**config.mk**
```make
export PLATFORM = sky130hd
export DESIGN_NAME = px_readout_ctrl
export DESIGN_NICKNAME = d
export VERILOG_FILES = /design/src/rtl/px_readout_ctrl.sv
export SDC_FILE = /design/constraint.sdc
export NUM_CORES = 1
export LEC_CHECK = 0
export BUFFER_PORTS_ARGS = -buffer_cell sky130_fd_sc_hd__buf_2
export CORE_ASPECT_RATIO = 0.9
export CORE_MARGIN = 2
export CORE_UTILIZATION = 47
export CTS_CLUSTER_SIZE = 28
export DETAILED_ROUTE_END_ITERATION = 10
export HOLD_SLACK_MARGIN = 0.15
export PLACE_DENSITY = 0.8
export RECOVER_POWER = 25
export SYNTH_ARGS = -nofsm -noshare
export SYNTH_HDL_FRONTEND = slang
export SYNTH_SLANG_ARGS = --single-unit
export TNS_END_PERCENT = 30
```
**constraint.sdc**
```tcl
create_clock -name clk -period 4.8 [get_ports clk]
set_input_delay 1.2 -clock clk [delete_from_list [all_inputs] [get_ports clk]]
set_output_delay 1.2 -clock clk [all_outputs]
set_load 0.03 [all_outputs]
```
**src/rtl/px_readout_ctrl.sv**
```systemverilog
// ----------------------------------------------------------------------------
// px_readout_ctrl
//
// Frame sequencer for the pixel array. An accepted start runs one frame:
// ERASE -> EXPOSE -> CONVERT -> (READ_ROW -> HOLD) per row -> DONE.
// The block drives the phase strobes shared by all pixels and the shared ramp
// code used during conversion. Row data is returned over a valid/ready
// handshake, so a slow consumer stalls readout instead of losing rows.
//
// Optional feature macro: PX_CONT_MODE_EN
//   When defined, input `cont` is added. DONE then returns to ERASE when
//   cont=1, re-latching cfg_expose, so frames run back-to-back.
//
// Ports:
//   clk         system clock, rising edge
//   rst         asynchronous active-low reset
//   start       frame request, sampled in IDLE only
//   cfg_expose  exposure length in cycles, latched on start (0 acts as 1)
//   px_bus      row data from the selected row, col0 in the LSBs
//   erase/expose/convert/read  phase strobes, at most one high at a time
//   row_sel     row being read
//   ramp_code   shared ramp/count code, counts only during CONVERT
//   out_data    captured row data, out_row its row index
//   out_valid   out_data valid, out_ready downstream accept
//   cont        continuous-mode request (PX_CONT_MODE_EN only)
//   busy        high in every state except IDLE
//   frame_done  one-cycle pulse at frame end
//
// All outputs are registered.
// ----------------------------------------------------------------------------
module px_readout_ctrl #(
    parameter int N_ROWS    = 2,
    parameter int N_COLS    = 2,
    parameter int DATA_W    = 8,
    parameter int C_ERASE   = 5,
    parameter int C_CONVERT = 255,
    localparam int ROW_W    = (N_ROWS > 1) ? $clog2(N_ROWS) : 1
) (
    input  logic                       clk,
    input  logic                       rst,
    input  logic                       start,
    input  logic [15:0]                cfg_expose,
    input  logic [N_COLS*DATA_W-1:0]   px_bus,
    output logic                       erase,
    output logic                       expose,
    output logic                       convert,
    output logic                       read,
    output logic [ROW_W-1:0]           row_sel,
    output logic [DATA_W-1:0]          ramp_code,
    output logic [N_COLS*DATA_W-1:0]   out_data,
    output logic [ROW_W-1:0]           out_row,
    output logic                       out_valid,
    input  logic                       out_ready,
`ifdef PX_CONT_MODE_EN
    input  logic                       cont,
`endif
    output logic                       busy,
    output logic                       frame_done
);

    typedef enum logic [2:0] {
        IDLE     = 3'd0,
        ERASE    = 3'd1,
        EXPOSE   = 3'd2,
        CONVERT  = 3'd3,
        READ_ROW = 3'd4,
        HOLD     = 3'd5,
        DONE     = 3'd6
    } state_t;

    localparam logic [15:0]       ERASE_LAST = 16'(C_ERASE - 1);
    localparam logic [DATA_W-1:0] RAMP_LAST  = DATA_W'(C_CONVERT);
    localparam logic [ROW_W-1:0]  ROW_LAST   = ROW_W'(N_ROWS - 1);

    state_t      state_r;
    logic [15:0] expose_len_r;   // latched exposure, never 0
    logic [15:0] phase_cnt_r;    // cycle counter for ERASE and EXPOSE

    // Frame sequencer: state, phase counters and all registered outputs.
    always_ff @(posedge clk or negedge rst) begin
        if (!rst) begin
            state_r      <= IDLE;
            expose_len_r <= 16'd1;
            phase_cnt_r  <= 16'd0;
            erase        <= 1'b0;
            expose       <= 1'b0;
            convert      <= 1'b0;
            read         <= 1'b0;
            row_sel      <= '0;
            ramp_code    <= '0;
            out_data     <= '0;
            out_row      <= '0;
            out_valid    <= 1'b0;
            busy         <= 1'b0;
            frame_done   <= 1'b0;
        end else begin
            case (state_r)
                IDLE: begin
                    if (start) begin
                        expose_len_r <= (cfg_expose == 16'd0) ? 16'd1 : cfg_expose;
                        phase_cnt_r  <= 16'd0;
                        erase        <= 1'b1;
                        busy         <= 1'b1;
                        state_r      <= ERASE;
                    end else begin
                        state_r      <= IDLE;
                    end
                end
                ERASE: begin
                    if (phase_cnt_r == ERASE_LAST) begin
                        phase_cnt_r <= 16'd0;
                        erase       <= 1'b0;
                        expose      <= 1'b1;
                        state_r     <= EXPOSE;
                    end else begin
                        phase_cnt_r <= phase_cnt_r + 16'd1;
                    end
                end
                EXPOSE: begin
                    if (phase_cnt_r == (expose_len_r - 16'd1)) begin
                        phase_cnt_r <= 16'd0;
                        expose      <= 1'b0;
                        convert     <= 1'b1;
                        ramp_code   <= '0;
                        state_r     <= CONVERT;
                    end else begin
                        phase_cnt_r <= phase_cnt_r + 16'd1;
                    end
                end
                CONVERT: begin
                    // The ramp stops at C_CONVERT, so it never wraps in a frame.
                    if (ramp_code == RAMP_LAST) begin
                        convert   <= 1'b0;
                        ramp_code <= '0;
                        read      <= 1'b1;
                        row_sel   <= '0;
                        state_r   <= READ_ROW;
                    end else begin
                        ramp_code <= ramp_code + DATA_W'(1);
                    end
                end
                READ_ROW: begin
                    // Pixels drive px_bus for the whole read cycle; sample at its end.
                    read      <= 1'b0;
                    out_data  <= px_bus;
                    out_row   <= row_sel;
                    out_valid <= 1'b1;
                    state_r   <= HOLD;
                end
                HOLD: begin
                    if (out_valid && out_ready) begin
                        out_valid <= 1'b0;
                        if (row_sel == ROW_LAST) begin
                            row_sel    <= '0;
                            frame_done <= 1'b1;
                            state_r    <= DONE;
                        end else begin
                            row_sel    <= row_sel + ROW_W'(1);
                            read       <= 1'b1;
                            state_r    <= READ_ROW;
                        end
                    end else begin
                        state_r <= HOLD;
                    end
                end
                DONE: begin
                    frame_done <= 1'b0;
`ifdef PX_CONT_MODE_EN
                    if (cont) begin
                        expose_len_r <= (cfg_expose == 16'd0) ? 16'd1 : cfg_expose;
                        phase_cnt_r  <= 16'd0;
                        erase        <= 1'b1;
                        state_r      <= ERASE;
                    end else begin
                        busy    <= 1'b0;
                        state_r <= IDLE;
                    end
`else
                    busy    <= 1'b0;
                    state_r <= IDLE;
`endif
                end
                default: begin
                    state_r    <= IDLE;
                    erase      <= 1'b0;
                    expose     <= 1'b0;
                    convert    <= 1'b0;
                    read       <= 1'b0;
                    row_sel    <= '0;
                    ramp_code  <= '0;
                    out_valid  <= 1'b0;
                    busy       <= 1'b0;
                    frame_done <= 1'b0;
                end
            endcase
        end
    end

endmodule

```
# --- Word-level counts from Yosys, hierarchy flattened ---
# Cells that the tools add are included.
word_totals:
  regBits: 68
  latch_bits: 0
  ramBits: 0
  romBits: 0
  in_bits: 36
  mem_count: 0
op_classes:
  add_sub_neg: 4
  mul: 0
  div: 0
  order_cmp: 0
  eq_ne: 16
  shift: 0
  muxes: 37
  bitwise: 8
  n_reduce_logical: 24
op_table:
  columns: ["operator", "n"]
  rows:
  - ["$mux 16", 4]
  - ["$pmux 16 s3", 1]
  - ["$reduce_or 5->1", 7]
  - ["$pmux 8 s3", 1]
  - ["$pmux 1 s3", 6]
  - ["$pmux 3 s6", 1]
  - ["$reduce_and 3->1", 6]
  - ["$add 16x1->16 const B", 1]
  - ["$eq 16x16->1", 1]
  - ["$eq 16x3->1 const B", 1]
  - ["$logic_not 16->1", 1]
  - ["$mux 8", 2]
  - ["$sub 16x1->16 const B", 1]
  - ["$mux 1", 15]
  - ["$ne 2x2->1 const B", 7]
  - ["$mux 3", 4]
  - ["$reduce_and 2->1", 5]
  - ["$eq 3x3->1 const B", 3]
  - ["$add 8x1->8 const B", 1]
  - ["$eq 8x8->1 const B", 1]
  - ["$not 1->1", 8]
  - ["$eq 3x2->1 const B", 2]
  - ["$pmux 1 s2", 2]
  - ["$reduce_and 4->1", 1]
  - ["7 further kinds", 7]

# --- Logic depth before layout (Yosys ltp) ---
# Gate-level depths: netlist of run 1.
depth:
  depth_word: 4
  ltp_mapped: 12
  depth_no_buf: 10

# --- Least setup slack after synthesis of run 1 ---
# OpenSTA, ideal clock, no wires.
synth_timing:
  kind: "reg-to-reg"
  startpoint: "register expose_len_r[3]"
  endpoint: "register state_r[2]"
  setup_ns: 0.096
  arrival_ns: 2.454
  required_ns: 4.704
  path_slack_ns: 2.251
  stages_incl_launch_ff: 10
  path_buffers: 2
  path_cell_list: "dfrtp_1 or4_4 o21ai_2 nor3b_2 o32ai_2 nor4_4 a31oi_4 buf_6 buf_6 nor4_4"
synth_via:
  elab_chain_cells: 4
synth_rtl:
  columns: ["element", "line", "rtl"]
  rows:
  - ["start: declaration", "76", "logic [15:0] expose_len_r;"]
  - ["start signal: assignment", "100", "expose_len_r <= (cfg_expose == 16'd0) ? 16'd1 : cfg_expose;"]
  - ["$sub 16x1->16", "120", "if (phase_cnt_r == (expose_len_r - 16'd1)) begin"]
  - ["$eq 16x16->1", "120", null]
  - ["$ne 2x2->1 (no line)", null, null]
  - ["$reduce_and 3->1 (no line)", null, null]
  - ["end signal: assignment", "114", "state_r <= EXPOSE;"]
  - ["end signal: assignment", "125", "state_r <= CONVERT;"]
  - ["end signal: assignment", "137", "state_r <= READ_ROW;"]
  - ["end: declaration", "75", "state_t state_r;"]
# No other way between the ends.
# A chain may end at the register's enable or synchronous reset.

# --- Worst setup path in the final report of run 1 ---
layout_timing:
  startpoint: "register expose_len_r[0]"
  endpoint: "register phase_cnt_r[7]"
layout_via:
  elab_chain_cells: 4
layout_rtl:
  columns: ["element", "line", "rtl"]
  rows:
  - ["$sub 16x1->16", "120", null]
  - ["$eq 16x16->1", "120", null]
  - ["$mux 16", "120", null]
  - ["$pmux 16 s3", "97", "case (state_r)"]
  - ["end signal: assignment", "116", "phase_cnt_r <= phase_cnt_r + 16'd1;"]
  - ["end signal: assignment", "127", "phase_cnt_r <= phase_cnt_r + 16'd1;"]
  - ["end: declaration", "77", "logic [15:0] phase_cnt_r;"]
# No other way between the ends.

==> flow_summary.json, run 1 <==
{
  "status": "complete, but fails checks",
  "violations": "max-capacitance violations, max-slew violations",
  "gp_congestion": 0.857,
  "synth_top_area_cell": "dfrtp_1",
  "path_cells": "inv_1 -> ha_1 -> nor2b_1 -> nand3_1 -> mux2_2 -> mux2i_1 -> o22ai_1 -> a31oi_4 -> or2b_1 -> a31oi_1",
  "io_pins": 69,
  "ctsHoldBuffers": 0,
  "initial_core_util_pct": 49.0,
  "dieHeight_um": 88.8,
  "ys_dominant_reg_cell": "dfrtp_1",
  "switching_share_pct": 23.9,
  "cts.clk_slew.worst_paths_ns": 0.08,
  "pwr-share-clk_pct": 44.6,
  "critPathKind": "flip-flop to flip-flop",
  "slowest_stage": "a31oi_4",
  "layout.nets": 479,
  "fin_tns_setup_ns": 0,
  "synth_cell_types": 52,
  "power.density_nw_per_um2": 273,
  "p_comb_share_pct": 5.7,
  "ys_warn_count": 0,
  "syn_nets": 413,
  "fin_ws_ns": 1.66,
  "drv_cap": 1,
  "leakage_nw": 1.99,
  "cts_tree": "yes",
  "final_antenna_net_count": 0,
  "rsz0062_at_grt": "no",
  "clockRootBuffer": "clkbuf_8",
  "synth_seq_cells": 68,
  "cts_resized": 0,
  "critPathLaunchType": "flip-flop",
  "crit_path_end_kind": "flip-flop",
  "antenna_found_initial": 0,
  "synth_cells": 371,
  "wirelength_um": 8720,
  "grt_overflow": 0,
  "netlist.area_leader.share_pct": 44.7,
  "ctsLongestPathBuffers": 2,
  "drt_iter0_markers": 197,
  "tightest_slew_ns": 2.35,
  "critPathMaxStageDelay_ns": 0.72,
  "async_flop_share_pct": 100,
  "post_cts_buffers": 0,
  "nFillCells": 667,
  "cp_num_buf_inv": 1,
  "synthTopCellsByCount": "dfrtp_1 (67), mux2_2 (31), nand2_1 (30)",
  "clock-sinks": 68,
  "setup-violations-final": 0,
  "fp.coreArea_um2": 7660,
  "wire_per_inst_um": 16.2,
  "synth-edff-count": 0,
  "clk_latency_ns": 0.35,
  "min_period_ns": 3.14,
  "die_w_um": 98.2,
  "port_buffers": 68,
  "post-place-ws_ns": 1.68,
  "h-tree-depth": 3,
  "grt_use_total_pct": 20.6,
  "drc": 0,
  "area_growth_pct": 16.5,
  "rows": 30,
  "n_antenna_cell": 0,
  "synth_most_common_cell": "dfrtp_1",
  "dp_hpwl_um": 6400,
  "grt_max_degree": 45,
  "hold_viol": 0,
  "cp_max_fo": 31,
  "intPower_uw": 908,
  "numCtsBuffers": 9,
  "ir_drop_uv": 170,
  "power_frac_seq_pct": 49.7,
  "seq_area_frac_synth_pct": 45.4,
  "num_vias": 3122,
  "yosys-top-cells-area": "dfrtp_1 (45%), mux2_2 (9.3%), xnor2_1 (3.5%)",
  "finalCritPeriodShare_pct": 65.3,
  "fmax_mhz": 319,
  "crit_required_ns": 5.07,
  "via_per_inst": 5.80,
  "cp_top_family": "compound AO/OA/AOI/OAI gates",
  "switchingPower_uw": 285,
  "postSynthAreaPerCell_um2": 10.1,
  "synth_area_um2": 3750,
  "crit_arrival_ns": 3.40,
  "drv_slew": 45,
  "drive_above_1_share_pct": 28.7,
  "relSlewSlack_pct": -56.9,
  "first_pass_iters": 5,
  "grt_pass1_vias": 2855,
  "die_area_um2": 8720,
  "hp-class": "flip-flop to flip-flop",
  "skew_ns": 0.0105,
  "grt_pass1_wl_um": 14200
}
-- through the flow --
step	total power [mW]	instance area, um^2	util [%]	std cells	hold slack, ns
after global routing	1.24	4370	57.1	538	0.521
after detailed placement	0.674	4160	54.3	522	0.491
after CTS	1.21	4380	57.2	538	0.507
after floorplan	0.637	3750	-	371	0.502
after global placement	0.671	4160	54.3	522	0.484
final	1.19	4370	57.1	538	0.505
-- metal layers --
layer | routed length [um] | track usage [%] | vias to the layer above
met3 | 441 | 4.90 | 11
met2 | 3950 | 30.5 | 88
met1 | 4210 | 30.0 | 1520
met5 | 0 | 0 | -
met4 | 112 | 6.60 | 0
li1 | - | - | 1503
-- state kept, by name, indices dropped and copies added (netlist names) --
name          count
erase             1
expose            1
phase_cnt_r      16
read              1
expose_len_r     16
busy              1
frame_done        1
out_row           1
state_r           3
convert           1
out_data         16
out_valid         1
ramp_code         8
row_sel           1
-- layout by cell type, fill, tap and decap left out, drive strengths merged, types with 2 or more instances in the layout --
master	instances
or2b	3
a41oi	3
mux2	31
nor4	11
inv	9
buf	67
dfrtp	67
nand2b	8
xor2	7
nor3	9
nand3	14
nor2b	4
or3	3
nor4b	2
o31ai	3
ha	6
nand2	30
a22o	4
o21ai	27
bufinv	2
nor3b	2
a31oi	18
and2	2
a21oi	22
clkbuf	12
and3	13
xnor2	15
nor2	20
nand4	7
clkinv	5
-- power groups by stage --
stage               Sequential (mW)  Combinational [mW]  Clock [mW]
CTS                           0.593              0.0697       0.544
floorplan                     0.600              0.0366           0
detailed placement            0.604              0.0694           0
finish                        0.593              0.0683       0.532
global placement              0.604              0.0678           0
global route                  0.595              0.0775       0.565
-- final timing paths --
check | startpoint | endpoint | slack (ns) | cells after the start
worst max-delay path | expose_len_r[0]$_DFFE_PN1P_ | phase_cnt_r[7]$_DFFE_PN0P_ | 1.66 | 10
worst min-delay path | out_data[8]$_DFFE_PN0P_ | out_data[8]$_DFFE_PN0P_ | 0.51 | 1
worst max register to register | expose_len_r[0]$_DFFE_PN1P_ | phase_cnt_r[7]$_DFFE_PN0P_ | 1.66 | 10
worst min register to register | out_data[8]$_DFFE_PN0P_ | out_data[8]$_DFFE_PN0P_ | 0.51 | 1
max in group asynchronous | rst | convert$_DFFE_PN0P_ | 1.87 | 2
min in group asynchronous | rst | expose_len_r[2]$_DFFE_PN0P_ | 1.55 | 1
-- worst reg2reg max path, cell delays in order, from the launching register on --
cell and delay (ns):
dfstp_2 0.59, inv_1 0.06, ha_1 0.22, nor2b_1 0.17, nand3_1 0.15, mux2_2 0.35
mux2i_1 0.13, o22ai_1 0.18, a31oi_4 0.72, or2b_1 0.29, a31oi_1 0.19
-- cells by family after synthesis --
logic type	share of synthesized area (%)
flip-flops	45.4
XOR/XNOR	5.13
buffers and inverters	3.00
multiplexers	9.57
AO/OA/AOI/OAI	14.7
AND/OR/NAND/NOR	20.3
adder cells (fa/ha/maj)	2.00
-- cell type report --
cell class	count	area [um^2]	share of cell area (%)
clock inverter	7	100	2.29
tap	96	120	2.75
sequential	68	1700	38.9
inverter	9	33.8	0.773
clock buffer	9	124	2.83
timing repair buffer	70	349	7.98
multi-input combinational	279	1940	44.4
Power figures use the tool's default switching activity.
==> inputs of run 2 (changes only) <==
- clock period: 4.8 -> 3.1 ns (I/O delays scaled with it)
==> flow_summary.json, run 2 (synthesized netlist as in run 1, its figures left out) <==
{
  "status": "complete, but fails checks",
  "violations": "max-capacitance violations, max-slew violations",
  "drt_iter0_markers": 260,
  "drc": 0,
  "post_cts_buffers": 0,
  "wire_per_inst_um": 16.9,
  "die_w_um": 98.2,
  "fin_tns_setup_ns": 0,
  "io_pins": 69,
  "ctsLongestPathBuffers": 2,
  "grt_max_degree": 40,
  "fp.coreArea_um2": 7660,
  "area_growth_pct": 18.1,
  "drive_above_1_share_pct": 29.7,
  "num_vias": 3194,
  "dp_hpwl_um": 6640,
  "initial_core_util_pct": 49.0,
  "crit_arrival_ns": 3.20,
  "final_antenna_net_count": 0,
  "layout.nets": 482,
  "critPathKind": "flip-flop to flip-flop",
  "cp_max_fo": 19,
  "relSlewSlack_pct": -9.26,
  "grt_overflow": 0,
  "clk_latency_ns": 0.36,
  "nFillCells": 664,
  "largestRegisters": "expose_len_r x16, out_data x16, phase_cnt_r x16",
  "ir_drop_uv": 353,
  "report.power.total_mw": 1.91,
  "h-tree-depth": 3,
  "crit_path_end_kind": "flip-flop",
  "r2r_slack_ns": 0.16,
  "grt_pass1_wl_um": 14500,
  "cts.clk_slew.worst_paths_ns": 0.08,
  "antenna_found_initial": 0,
  "final_util_pct": 57.9,
  "critPathLaunchType": "flip-flop",
  "critPathMaxStageDelay_ns": 0.60,
  "path_cells": "inv_1 -> ha_1 -> nor2b_1 -> nand3_1 -> mux2_2 -> mux2i_1 -> o22ai_1 -> a31oi_4 -> buf_12 -> nand2b_1 -> a31oi_1",
  "final_cell_area_um2": 4430,
  "rsz0062_at_grt": "no",
  "cts_tree": "yes",
  "wirelength_um": 9140,
  "leakage_nw": 2.01,
  "gp_congestion": 0.927,
  "crit_required_ns": 3.36,
  "slowest_stage": "dfstp_2",
  "tightest_slew_ns": 1.64,
  "first_pass_iters": 5,
  "ctsHoldBuffers": 0,
  "dieHeight_um": 88.8,
  "n_antenna_cell": 0,
  "setup-violations-final": 0,
  "via_per_inst": 5.91,
  "numCtsBuffers": 9,
  "drv_slew": 31,
  "drv_cap": 1,
  "skew_ns": 0.0117,
  "dpl_cell_area_um2": 4200,
  "fmax_mhz": 340,
  "clock-sinks": 68,
  "most-common-layout-cells": "dfrtp_1 (67), buf_2 (67), mux2_2 (31)",
  "power.density_nw_per_um2": 432,
  "clockRootBuffer": "clkbuf_8",
  "min_period_ns": 2.94,
  "hold_slack_ns": 0.506,
  "hold_viol": 0,
  "grt_use_total_pct": 21.1,
  "die_area_um2": 8720,
  "finalCritPeriodShare_pct": 95.0,
  "rows": 30,
  "grt_pass1_vias": 2955,
  "hp-class": "flip-flop to flip-flop",
  "port_buffers": 68
}
[run 2: cell types whose count changed in the layout (fill, tap and decap cells not counted)]
cell / change
clkinv_2: -1
buf_2: +1
clkbuf_2: +1
a41oi_1: -1
clkinv_4: -2
bufinv_16: +1
clkbuf_1: -2
clkinvlp_4: +2
buf_4: +2
buf_12: +1
a41oi_2: +1
inv_6: -1
[run 2: worst max-delay path, delay by kind of cell, from the launching register on]
kind	cells	cell delay, ns
compound gates	3	0.83
buf+inv	2	0.27
mux	2	0.49
flops	1	0.60
simple gates	3	0.43
fa+ha+maj	1	0.23
[run 2: final timing paths]
path | startpoint | end | cells past startpoint
max | expose_len_r[0]$_DFFE_PN1P_ | phase_cnt_r[8]$_DFFE_PN0P_ | 11
min | out_data[14]$_DFFE_PN0P_ | out_data[14]$_DFFE_PN0P_ | 1
min reg2reg | out_data[14]$_DFFE_PN0P_ | out_data[14]$_DFFE_PN0P_ | 1
max in group asynchronous | rst | phase_cnt_r[9]$_DFFE_PN0P_ | 2
max reg2reg | expose_len_r[0]$_DFFE_PN1P_ | phase_cnt_r[8]$_DFFE_PN0P_ | 11
min in group asynchronous | rst | expose_len_r[2]$_DFFE_PN0P_ | 1
[run 2: repair_timing]
item	4_1_cts	5_1_grt
setup endpoints to repair	0	5
hold endpoints to repair	0	0
gates resized for setup	0	1
[run 2: power by group]
group,internal (mW),leakage (nW),switching (mW)
logic,0.0499,1.08,0.0598
registers,0.898,0.818,0.0192
clock network,0.531,0.112,0.356
[run 2: through the flow]
step	instances	setup WS, ns
floorplan	371	0.551
global placement	525	0.324
detailed placement	525	0.192
CTS	540	0.162
global route	540	0.0197
finish	540	0.156
[run 2: cell type report]
cell class                 count  area (um^2)  area share [%]
tap                           96          120            2.71
inverter                       9         33.8           0.762
clock buffer                   9          124            2.80
sequential                    68         1700            38.4
timing repair buffer          73          387            8.72
multi-input combinational    279         1950            44.0
clock inverter                 6          114            2.57
[run 2: per-layer routing]
| layer | GRT usage (%) | vias to the layer above | share of wire (%) |
|---|---|---|---|
| met2 | 34.9 | 115 | 49 |
| met3 | 4.03 | 15 | 5.4 |
| met5 | 0 | - | 0 |
| met1 | 28.3 | 1561 | 44 |
| li1 | - | 1503 | - |
| met4 | 7.47 | 0 | 1.5 |
==> inputs of run 3 (changes only) <==
- CORE_UTILIZATION: 47 -> 25
- PLACE_DENSITY: 0.8 -> 0.53
==> flow_summary.json, run 3 (synthesized netlist as in run 1, its figures left out) <==
{
  "area_growth_pct": 25.6,
  "worstHoldPathCells": 1,
  "layout.nets": 490,
  "relSlewSlack_pct": -19.3,
  "final_cell_area_um2": 4720,
  "pwr-share-clk_pct": 51.6,
  "grt_use_total_pct": 11.6,
  "antenna_found_initial": 0,
  "final_util_pct": 32.0,
  "status": "complete, but fails checks",
  "cts_tree": "yes",
  "die_area_um2": 16000,
  "leakage_nw": 2.10,
  "rows": 42,
  "dpl_cell_area_um2": 4360,
  "nFillCells": 1540,
  "rsz0062_at_grt": "no",
  "min_period_ns": 2.81,
  "largestRegisters": "expose_len_r x16, out_data x16, phase_cnt_r x16",
  "violations": "max-capacitance violations, max-slew violations",
  "clockRootBuffer": "clkbuf_16",
  "ctsLongestPathBuffers": 2,
  "drv_cap": 1,
  "port_buffers": 68,
  "num_vias": 3107,
  "ir_drop_uv": 307,
  "critPathLaunchType": "flip-flop",
  "grt_pass1_vias": 2872,
  "intPower_mw": 1.68,
  "drv_slew": 29,
  "initial_core_util_pct": 25.5,
  "cts.clk_slew.worst_paths_ns": 0.05,
  "grt_max_degree": 41,
  "fmax_mhz": 356,
  "fin_tns_setup_ns": 0,
  "first_pass_iters": 6,
  "die_w_um": 133,
  "post-place-ws_ns": 0.174,
  "switchingPower_uw": 457,
  "skew_ns": 0.00826,
  "crit_path_end_kind": "flip-flop",
  "slowest_stage": "or4_4",
  "cp_max_fo": 12,
  "final_antenna_net_count": 0,
  "drc": 0,
  "io_pins": 69,
  "fin_ws_ns": 0.288,
  "most-common-layout-cells": "dfrtp_1 (67), buf_2 (67), mux2_2 (31)",
  "critPathMaxStageDelay_ns": 0.57,
  "n_antenna_cell": 0,
  "wire_per_inst_um": 14.1,
  "clock-sinks": 68,
  "p_comb_share_pct": 5.3,
  "critPathKind": "flip-flop to flip-flop",
  "ctsHoldBuffers": 0,
  "hold_viol": 0,
  "drt_iter0_markers": 191,
  "hp-class": "flip-flop to flip-flop",
  "dp_hpwl_um": 6680,
  "path_cells": "or4_4 -> nor3_2 -> nor3b_2 -> o32ai_2 -> nor4_4 -> buf_4 -> a31oi_4 -> or2b_1 -> a31oi_1",
  "drive_above_1_share_pct": 30.7,
  "numCtsBuffers": 9,
  "clk_latency_ns": 0.34,
  "grt_pass1_wl_um": 14600,
  "setup-violations-final": 0,
  "power_frac_seq_pct": 43.1,
  "grt_overflow": 0,
  "fp.coreArea_um2": 14700,
  "power.density_nw_per_um2": 453,
  "instances_no_fill": 651,
  "crit_required_ns": 3.35,
  "via_per_inst": 4.77,
  "dp_cells": 632,
  "finalCritPeriodShare_pct": 90.7,
  "tightest_slew_ns": 1.79,
  "ff2ff_path_depth": 9,
  "gp_congestion": 0.832,
  "crit_arrival_ns": 3.07,
  "h-tree-depth": 3,
  "switching_share_pct": 21.4,
  "dieHeight_um": 120,
  "wirelength_um": 9170
}
==> run 3: cell count changes in the layout (fill, tap and decap cells not counted), sizes merged <==
| cell | previous run | this run |
|---|---|---|
| a31oi | 18 | 19 |
| clkinvlp | 2 | 1 |
| clkbuf | 11 | 13 |
| bufinv | 3 | 2 |
| buf | 71 | 79 |
==> run 3: final cells by class <==
cell class	count	area [um^2]	area share, %
Multi-Input combinational cell	280	1970	41.8
Sequential cell	68	1700	36.1
Timing Repair Buffer	80	442	9.37
Tap cell	198	248	5.25
Clock buffer	12	246	5.23
Clock inverter	4	72.6	1.54
Inverter	9	33.8	0.716
==> run 3: layer usage <==
| metal | global-route usage, % | part of all wire (%) | vias to the layer above |
|---|---|---|---|
| met2 | 16.7 | 44 | 82 |
| li1 | - | - | 1524 |
| met4 | 3.39 | 1.3 | 0 |
| met5 | 0 | 0 | - |
| met1 | 16.4 | 49 | 1494 |
| met3 | 3.94 | 6.4 | 7 |
==> run 3: repair_timing <==
action / CTS / global route
endpoints found under the setup margin: 0 / 5
buffers inserted: 0 / 2
hold endpoints to repair: 0 / 0
resized for setup: 0 / 2
==> run 3: power by group through the flow <==
stage                     combinational [mW]  sequential (mW)  clock [mW]
final                                  0.113            0.920        1.10
after global placement                 0.112            0.934           0
after detailed placement               0.113            0.935           0
after global routing                   0.128            0.921        1.17
after floorplan                       0.0567            0.929           0
after CTS                              0.114            0.919        1.14
==> run 3: through the flow <==
step / power, mW / hold WS (ns)
after detailed placement: 1.05 / 0.491
after global placement: 1.05 / 0.486
after global routing: 2.22 / 0.514
after CTS: 2.17 / 0.503
after floorplan: 0.986 / 0.479
final: 2.14 / 0.498
==> run 3: critical path, delay by kind of cell, from the launching register on <==
kind | cells | cell delay, ns
AO/OA/AOI/OAI | 3 | 0.88
buffers and inverters | 1 | 0.16
AND/OR/NAND/NOR | 5 | 1.22
flip-flops | 1 | 0.47
==> run 3: final timing paths <==
| path | start | endpoint | slack, ns |
|---|---|---|---|
| min in group asynchronous | rst | ramp_code[4]$_DFFE_PN0P_ | 0.91 |
| max in group asynchronous | rst | expose_len_r[3]$_DFFE_PN0P_ | 1.15 |
| worst max-delay path | expose_len_r[4]$_DFFE_PN0P_ | phase_cnt_r[7]$_DFFE_PN0P_ | 0.29 |
| worst min-delay path | out_data[10]$_DFFE_PN0P_ | out_data[10]$_DFFE_PN0P_ | 0.50 |
| worst max register to register | expose_len_r[4]$_DFFE_PN0P_ | phase_cnt_r[7]$_DFFE_PN0P_ | 0.29 |
| worst min register to register | out_data[10]$_DFFE_PN0P_ | out_data[10]$_DFFE_PN0P_ | 0.50 |
